==> src/rtl/rob_commit_ctrl.sv <==
// In-order reorder buffer: allocates tags at issue, captures CDB results, retires head in program order.
// Latency: issue-to-commit minimum 2 edges; CDB capture at edge c gives commit during cycle c+1 (no bypass).
// Backpressure: issue_ready drops when all entries are occupied; a same-cycle commit does not free a slot early.
module rob_commit_ctrl #(
    parameter int ROB_WIDTH = 3,
    parameter int REG_WIDTH = 5
) (
    input  logic                 clk,
    input  logic                 reset,
    input  logic                 issue_req,
    input  logic [REG_WIDTH-1:0] issue_r0,
    output logic                 issue_ready,
    output logic [ROB_WIDTH-1:0] issue_tag,
    input  logic                 cdb_valid,
    input  logic [ROB_WIDTH-1:0] cdb_tag,
    input  logic [31:0]          cdb_data,
    output logic                 commit,
    output logic [ROB_WIDTH-1:0] commit_tag,
    output logic [31:0]          commit_data,
    output logic [REG_WIDTH-1:0] commit_r0,
    output logic [ROB_WIDTH:0]   count
);

    localparam int DEPTH = 1 << ROB_WIDTH;
    localparam logic [ROB_WIDTH:0] FULL_CNT = (ROB_WIDTH + 1)'(DEPTH);

    logic [DEPTH-1:0]     busy;
    logic [DEPTH-1:0]     done;
    logic [REG_WIDTH-1:0] r0_mem   [DEPTH];
    logic [31:0]          data_mem [DEPTH];
    logic [ROB_WIDTH-1:0] head;
    logic [ROB_WIDTH-1:0] tail;

    logic do_issue;
    logic do_cdb;

    // Full/empty is decided by count alone, since head == tail in both cases.
    assign issue_ready = (count != FULL_CNT);
    assign issue_tag   = tail;
    assign do_issue    = issue_req && issue_ready;

    // Late or stale broadcasts (free slot, or result already captured) must not disturb an entry.
    assign do_cdb      = cdb_valid && busy[cdb_tag] && !done[cdb_tag];

    // The head entry is presented every cycle; commit qualifies it.
    assign commit      = busy[head] && done[head];
    assign commit_tag  = head;
    assign commit_data = data_mem[head];
    assign commit_r0   = r0_mem[head];

    // Control state: pointers, occupancy and per-entry flags. Issue, capture and retire never
    // target the same slot in one cycle (tail slot is free, head slot is already done), so the
    // three updates are independent.
    always_ff @(posedge clk) begin
        if (reset) begin
            head  <= '0;
            tail  <= '0;
            count <= '0;
            busy  <= '0;
            done  <= '0;
        end else begin
            if (commit) begin
                busy[head] <= 1'b0;
                done[head] <= 1'b0;
                head       <= head + ROB_WIDTH'(1);
            end
            if (do_cdb) begin
                done[cdb_tag] <= 1'b1;
            end
            if (do_issue) begin
                busy[tail] <= 1'b1;
                done[tail] <= 1'b0;
                tail       <= tail + ROB_WIDTH'(1);
            end
            count <= count + {{ROB_WIDTH{1'b0}}, do_issue} - {{ROB_WIDTH{1'b0}}, commit};
        end
    end

    // Payload storage carries no reset; it is only observed once busy/done say it is valid.
    always_ff @(posedge clk) begin
        if (do_issue) begin
            r0_mem[tail] <= issue_r0;
        end
        if (do_cdb) begin
            data_mem[cdb_tag] <= cdb_data;
        end
    end

endmodule

==> config.mk <==
export PLATFORM = sky130hd
export DESIGN_NAME = rob_commit_ctrl
export DESIGN_NICKNAME = d
export VERILOG_FILES = /design/src/rtl/rob_commit_ctrl.sv
export SDC_FILE = /design/constraint.sdc
export NUM_CORES = 1
export LEC_CHECK = 0
export CAP_MARGIN = 25
export CORE_MARGIN = 1
export CORE_UTILIZATION = 45
export CTS_CLUSTER_DIAMETER = 80
export DETAILED_ROUTE_END_ITERATION = 10
export RECOVER_POWER = 100
export SYNTH_ARGS = -nofsm -noshare
export SYNTH_HDL_FRONTEND = slang
export SYNTH_SLANG_ARGS = --single-unit
==> constraint.sdc <==
create_clock -name clk -period 4.7 [get_ports clk]
set_input_delay 1.175 -clock clk [delete_from_list [all_inputs] [get_ports clk]]
set_output_delay 1.175 -clock clk [all_outputs]
set_load 0.03 [all_outputs]
==> metrics, run 1 <==
Routed WL=25480 um; post-synthesis sequential area ratio=74.27%; critical path data arrival time=3.23 ns; max_cap viols=0; final hold vios=0; post-CTS sizing=0; total power=6165 uW; Worst Hold End=done[3]$_SDFF_PP0_; hold buffers post-CTS=0; DP Wirelength=16090 um; worst slew pin tran=1.067 ns; Mapped Area=12750 um^2; Worst path top cell family by delay=buffers and inverters; CTS Root Cell=clkbuf_16; Warnings, synthesis=0; Clock Pin Slew Worst Setup and Hold Paths=0.06 ns; Max Slew Vio Count=0; critical path data required time=3.52 ns; Initial Utilization=45.77%; total negative slack=0 ns; Clock Tree Buf Depth=3; capturing point of the worst reg2reg path=count[2]$_SDFF_PP0_; via/cell ratio=5.492; unrepaired setup endpoints after global routing=false; Final #Nets=783; # setup viols final=0; worst vdd ir=278.2 uV; Die Y-Extent=170.3 um; top cell type's share of synthesized area=69.72%; WL per Instance=22.47 um; Hold Startpoint=done[3]$_SDFF_PP0_; first-pass GRT wire length=39630 um; largest net degree at the start of global routing=33; H-tree depth=2; Final Skew=0.01549 ns; Syn Nets=666; hold path depth=2; initial detailed-routing violation count=506; Worst Setup Path Type=register to output port; Critical Path Max Stage Delay=0.72 ns; Post-DP Area=14260 um^2; share of layout cells above drive strength 1=26.62%; top post-synthesis cells by count=edfxtp_1, mux4_2, mux2_2, dfxtp_1, nor2_1; total CTS buffers=34; TritonCTS Sinks=325; Die Span X=170.3 um; Util after Layout=54.86%; Remaining Overflow, GRT=0; Leak=0.004796 uW; Detailed Routing Iterations Pass 1=5; Critical-path top delay cell=dfxtp_4; synthesis-stage register bit count=325; antenna-violating nets left=0; Synth Instances=614; synthesized area per cell=20.77 um^2; outcome=completed; DRC=0; Synth area leaders=edfxtp_1, mux4_2, dfxtp_1, mux2_2, nor2_1; crit path launch type=register; HP Class=register to register; reg2reg path depth=11; Area Growth Syn to Fin=19.86%; Site Rows=61; Post-CTS Setup Inserts=0; prevailing post-synth register cell=edfxtp_1; cell taking the most area after synthesis=edfxtp_1; gr usage total=18.41%; crit-path cells=buf_6 > mux4_2 > mux2_2 > dlygate4sd3_1; gpl congestion=0.7895; count leader, synth=edfxtp_1; reg2reg start=commit_tag[2]$_SDFFE_PP0N_; I/O pins=93; total number of vias=6228; EDFF count, synth=296; Crit Path Max Fanout=27; Synth async-reset ratio=0%; post-route non-filler standard cell count=1134; die footprint=29010 um^2; CORE AREA=27860 um^2; vias in the first global route=6689; Slew headroom=28.23%; CTS tree=built; post-synthesis cell type count=47; CP Buf/Inv Count=2; pwr dens=403.4 nW/um^2; final period demand of the worst path=4.407 ns; Clock Latency Late Sink=0.51 ns; crit share post-route=93.76%; Port Buf Inserts=92; fmax=226.9 MHz; placed insts=1073; Worst setup EP type=output port; flop2flop setup slack=1.37 ns; antenna violations before repair=1; post-route cell area=15280 um^2
==> registers in the layout, summed over array words and instances, names as in the netlist, named ones only <==
signal,flops
busy,8
issue_tag,3
done,8
commit_tag,3
data_mem,256
count,4
r0_mem,40
==> metal layers <==
metal  global-route usage (%)  wire (um)  vias up
li1                         -          -     2770
met1                    24.65      11130     3244
met2                    30.60      12490      176
met3                    3.395       1291       38
met4                    5.797        565        0
met5                        0          0        -
==> metrics by stage <==
step,setup slack (ns),hold slack (ns)
6_report,0.2932,0.4970
5_1_grt,0.09839,0.5358
4_1_cts,0.3831,0.5216
3_5_place_dp,0.3930,0.5134
3_3_place_gp,0.4768,0.4886
2_1_floorplan,0.6363,0.4443
==> layout make-up <==
class / instances / area [um^2]
clock inverters: 19 / 210.2
fillers: 2153 / 12580
inverters: 6 / 22.52
multi-input cells: 251 / 3097
flip-flops and latches: 325 / 9478
clock buffers: 41 / 908.4
well taps: 378 / 473.0
repair buffers: 113 / 1091
diodes: 1 / 2.502
==> worst max path at each step <==
| stage | depth (start not counted) | slack, ns | endpoint |
|---|---|---|---|
| after detailed placement | 7 | 0.39 | data_mem[3][21]$_DFFE_PP_ |
| final | 4 | 0.29 | commit_data[30] |
| after floorplan | 6 | 0.64 | data_mem[3][0]$_DFFE_PP_ |
| after global routing | 4 | 0.1 | commit_data[30] |
| after global placement | 7 | 0.48 | data_mem[3][20]$_DFFE_PP_ |
| after CTS | 5 | 0.38 | commit |
==> cells in the final DEF (no fill, tap or decap), types with 4 or more instances in the layout <==
cell / instances
edfxtp_1: 296
dlygate4sd3_1: 83
mux4_2: 77
mux2_2: 37
clkbuf_16: 35
dfxtp_1: 26
nor2_1: 22
a21oi_1: 17
clkbuf_1: 10
nand2_1: 9
clkdlybuf4s50_1: 9
clkbuf_2: 9
nor3_1: 8
nand3_1: 8
clkinv_2: 8
ha_1: 7
inv_1: 6
mux2i_1: 6
nor2b_1: 5
a22oi_1: 5
nand4_1: 4
bufinv_16: 4
buf_12: 4
==> worst register-to-register path: stages, from the launching register on <==
cell      delay (ns)
dfxtp_1         0.79
mux2_1          0.38
mux2_1          0.32
a221oi_2        0.42
nor2_1          0.14
ha_1            0.31
inv_1           0.05
ha_1            0.15
inv_1           0.05
fa_1            0.37
xor2_1          0.15
nor2_1          0.06
==> cell families after synthesis <==
group,after synthesis,synth area share (%)
multiplexers,124,17.94
XOR/XNOR,3,0.2061
flip-flops,325,74.27
AND/OR/NAND/NOR,87,4.053
adder cells (fa/ha/maj),8,0.8439
AO/OA/AOI/OAI,29,1.394
buffers and inverters,38,1.295
==> report_power, final <==
part | internal [uW] | total (uW) | switching, uW
clock | 1610 | 2670 | 1070
sequential | 3190 | 3210 | 21.6
combinational | 108 | 283 | 175
Note: power is estimated with default switching activity, not from simulation.
==> run 2: changes to the inputs <==
- CORE_UTILIZATION: 45 -> 55
- PLACE_DENSITY: not set -> 0.76
==> metrics, run 2 (synthesis gave the netlist of run 1 again) <==
pwr dens=382.8 nW/um^2; final hold vios=0; I/O pins=93; Clock Pin Slew Worst Setup and Hold Paths=0.06 ns; capturing point of the worst reg2reg path=data_mem[4][0]$_DFFE_PP_; die footprint=23790 um^2; CORE AREA=22710 um^2; WL per Instance=23.28 um; total number of vias=6177; Clock Latency Late Sink=0.54 ns; worst vdd ir=267.7 uV; CTS Root Cell=clkbuf_16; DRC=0; outcome=completed; antenna-violating nets left=0; # setup viols final=0; crit share post-route=95.12%; crit path launch type=register; Routed WL=24090 um; antenna violations before repair=1; Final Skew=0.008225 ns; HP Class=register to register; Clock Tree Buf Depth=3; reg2reg start=busy[7]$_SDFF_PP0_; initial detailed-routing violation count=496; H-tree depth=1; hold path depth=2; Site Rows=55; max_cap viols=0; critical path data required time=3.52 ns; most common cell after layout, fill and taps aside=edfxtp_1; Critical Path Max Stage Delay=0.79 ns; Worst Setup Path Type=register to output port; Critical-path top delay cell=clkbuf_4; Final #Nets=778; Post-CTS Setup Inserts=0; Die Span X=154.3 um; Slew headroom=15.47%; gpl congestion=0.8525; CTS tree=built; Port Buf Inserts=92; Util after Layout=65.85%; post-CTS sizing=0; unrepaired setup endpoints after global routing=false; final period demand of the worst path=4.471 ns; largest net degree at the start of global routing=56; vias in the first global route=6596; Top Registers=data_mem (256), r0_mem (40); first-pass GRT wire length=37790 um; critical path data arrival time=3.30 ns; Max Slew Vio Count=0; Crit Path Max Fanout=55; worst slew pin tran=1.256 ns; Initial Utilization=56.14%; Leak=0.004676 uW; Area Growth Syn to Fin=17.28%; flop2flop setup slack=1.43 ns; Die Y-Extent=154.3 um; share of layout cells above drive strength 1=24.43%; crit-path cells=clkbuf_4 > mux4_2 > mux2_2 > dlygate4sd3_1; total CTS buffers=31; reg2reg path depth=5; via/cell ratio=5.968; Worst setup EP type=output port; Worst Hold End=busy[3]$_SDFF_PP0_; Top reg by flops=data_mem; DP Wirelength=15190 um; Hold Startpoint=busy[3]$_SDFF_PP0_; Detailed Routing Iterations Pass 1=4; most frequent cells in the layout=edfxtp_1, mux4_2, dlygate4sd3_1, mux2_2, clkdlybuf4s50_1; total negative slack=0 ns; fmax=223.7 MHz; TritonCTS Sinks=325; max reg flops=256; hold buffers post-CTS=0; Remaining Overflow, GRT=0; gr usage total=21.15%
-- run 2: final cells by class --
class	instances	area, um^2
sequential	325	9478
fill	1472	7756
multi-input combinational	251	3085
timing repair buffer	111	1095
clock buffer	39	805.8
tap	285	356.6
clock inverter	17	107.6
inverter	6	22.52
antenna	1	2.502
-- run 2: routing by layer --
| layer | GRT usage (%) | wire (um) | vias to the layer above |
|---|---|---|---|
| met4 | 5.893 | 414 | 0 |
| met2 | 36.34 | 12500 | 194 |
| li1 | - | - | 2753 |
| met3 | 3.110 | 1238 | 31 |
| met1 | 28.58 | 9939 | 3199 |
| met5 | 0 | 0 | - |
-- run 2: critical path, delay by kind of cell, from the launching register on --
| kind | cells | cell delay [ns] |
|---|---|---|
| DFF | 1 | 0.54 |
| buffers and inverters | 2 | 1.48 |
| muxes | 2 | 0.69 |
-- run 2: worst max path at each step --
stage,slack [ns],start,to,cells past startpoint
final,0.23,register,commit_data[22],4
after global routing,0.13,cdb_tag[1],data_mem[0][6]$_DFFE_PP_,6
after CTS,0.40,register,commit_data[0],4
after detailed placement,0.60,cdb_tag[1],data_mem[4][27]$_DFFE_PP_,6
after global placement,0.73,cdb_tag[1],data_mem[3][7]$_DFFE_PP_,7
after floorplan,0.64,cdb_tag[1],data_mem[3][0]$_DFFE_PP_,6
-- run 2: where the power goes --
| part | switching [uW] | leakage [uW] | internal (uW) | total [uW] |
|---|---|---|---|---|
| Clock | 971 | 0.000442 | 1260 | 2230 |
| Sequential | 20.3 | 0.00290 | 3190 | 3210 |
| Combinational | 174 | 0.00133 | 110 | 284 |
-- run 2: stage by stage --
step	hold slack, ns	instances	area (um^2)	total power, uW	worst slack, ns
floorplan	0.4443	614	12750	3422	0.6363
global route	0.5615	1034	14950	5897	0.1343
finish	0.5137	1035	14950	5724	0.2293
global placement	0.4867	977	14130	3556	0.7304
detailed placement	0.5064	977	14130	3573	0.6001
CTS	0.5209	1033	15040	5787	0.3993
==> run 3: changes to the inputs <==
--- a/constraint.sdc
+++ b/constraint.sdc
@@ -3,2 +3,2 @@
 set_output_delay 1.175 -clock clk [all_outputs]
-set_load 0.03 [all_outputs]
+set_load 0.005 [all_outputs]
==> metrics, run 3 (synthesis gave the netlist of run 1 again) <==
fmax=227.3 MHz; hold buffers post-CTS=0; via/cell ratio=5.958; Internal=4665 uW; # setup viols final=0; critical path data required time=3.52 ns; post-CTS sizing=0; Initial Utilization=56.14%; Max Slew Vio Count=0; total CTS buffers=31; outcome=completed; Leak=0.004701 uW; clock network fraction of total power=40.8%; Area Growth Syn to Fin=17.82%; post-route non-filler standard cell count=1036; Die Y-Extent=154.3 um; Reg area=9475 um^2; CTS Root Cell=clkbuf_16; Post-CTS Setup Inserts=0; power share of the combinational group=4.1%; initial detailed-routing violation count=475; crit path launch type=register; final hold vios=0; I/O pins=93; antenna-violating nets left=0; total power=5825 uW; share of layout cells above drive strength 1=24.80%; total number of vias=6172; antenna violations before repair=1; critical path data arrival time=3.23 ns; pwr dens=387.8 nW/um^2; M2 GR Usage=36.21%; final period demand of the worst path=4.400 ns; Crit Path Max Fanout=47; Slew headroom=8.425%; placed insts=977; vias in the first global route=6602; Top Registers=data_mem (256), r0_mem (40); H-tree depth=1; Clock Tree Buf Depth=3; P_sw=1160 uW; CTS tree=built; first-pass GRT wire length=38300 um; most frequent cells in the layout=edfxtp_1, mux4_2, dlygate4sd3_1, mux2_2, clkbuf_16; net switching fraction of the power=19.92%; HP Class=register to register; Remaining Overflow, GRT=0; Site Rows=55; gpl congestion=0.8540; GRT busiest layer=met2; unrepaired setup endpoints after global routing=false; max reg flops=256; TritonCTS Sinks=325; Clock Latency Late Sink=0.55 ns; total negative slack=0 ns; reg2reg path depth=11; worst slew pin tran=1.374 ns; Port Buf Inserts=92; area of the multi-input gates=3090 um^2; Top reg by flops=data_mem; gr usage total=21.54%; largest net degree at the start of global routing=48; DRC=0; die footprint=23790 um^2; Detailed Routing Iterations Pass 1=4; WL per Instance=23.82 um; share of power burned in registers=55.1%; Die Span X=154.3 um; Clock Pin Slew Worst Setup and Hold Paths=0.06 ns; Worst setup EP type=output port; Worst Setup Path Type=register to output port; CORE AREA=22710 um^2; most common cell after layout, fill and taps aside=edfxtp_1; Final Skew=0.01703 ns; M1 GR Usage=29.71%; DP Wirelength=15410 um; Fill cells=1447; max_cap viols=0; Routed WL=24680 um; worst vdd ir=311.8 uV; hold path depth=2; crit share post-route=93.62%; M3 GR Usage=3.502%; Final #Nets=778
[run 3: cell count changes in the layout (fill, tap and decap cells not counted), sizes merged]
cell           delta
bufinv            +2
clkdlybuf4s50    -12
buf               -5
dlygate4sd3      +12
clkbuf            +1
clkinv            +1
clkinvlp          +2
[run 3: layout make-up]
class,count,area share [%]
flip-flops and latches,325,63.08
well taps,285,2.374
clock inverters,22,1.233
multi-input cells,251,20.57
repair buffers,111,7.313
clock buffers,35,5.264
diodes,1,0.01666
inverters,6,0.1499
[run 3: path summary, 6_finish.rpt]
check                              from                   to  slack [ns]
min reg2reg          busy[3]$_SDFF_PP0_   busy[3]$_SDFF_PP0_        0.51
min                  busy[3]$_SDFF_PP0_   busy[3]$_SDFF_PP0_        0.51
max reg2reg  commit_tag[2]$_SDFFE_PP0N_  count[2]$_SDFF_PP0_        1.31
max                            register      commit_data[10]        0.30
[run 3: metrics by stage]
stage               setup slack [ns]  utilization [%]  cell area [um^2]  hold slack [ns]
floorplan                     0.6363                -             12750           0.4443
global placement              0.6176            62.12             14110           0.4868
detailed placement            0.5158            62.20             14130           0.5023
CTS                           0.4679            66.50             15100           0.5183
global route                  0.1675            66.14             15020           0.5422
finish                        0.2998            66.15             15020           0.5147
[run 3: power by group through the flow]
stage,Clock (uW),Combinational [uW],Sequential [uW]
5_1_grt,2530,262,3210
3_3_place_gp,0,247,3270
4_1_cts,2410,262,3210
6_report,2370,240,3210
2_1_floorplan,0,112,3270
3_5_place_dp,0,260,3270
[run 3: worst max-delay path, cell delays in order (launching register included)]
cell	delay, ns
dfxtp_2	1.22
buf_12	0.30
mux4_2	0.37
mux2_2	0.29
clkdlybuf4s50_1	0.44
[run 3: per-layer routing]
layer	share of wire (%)	vias up
met4	1.9	0
met1	43	3202
met2	51	176
li1	-	2757
met5	0	-
met3	4.9	37
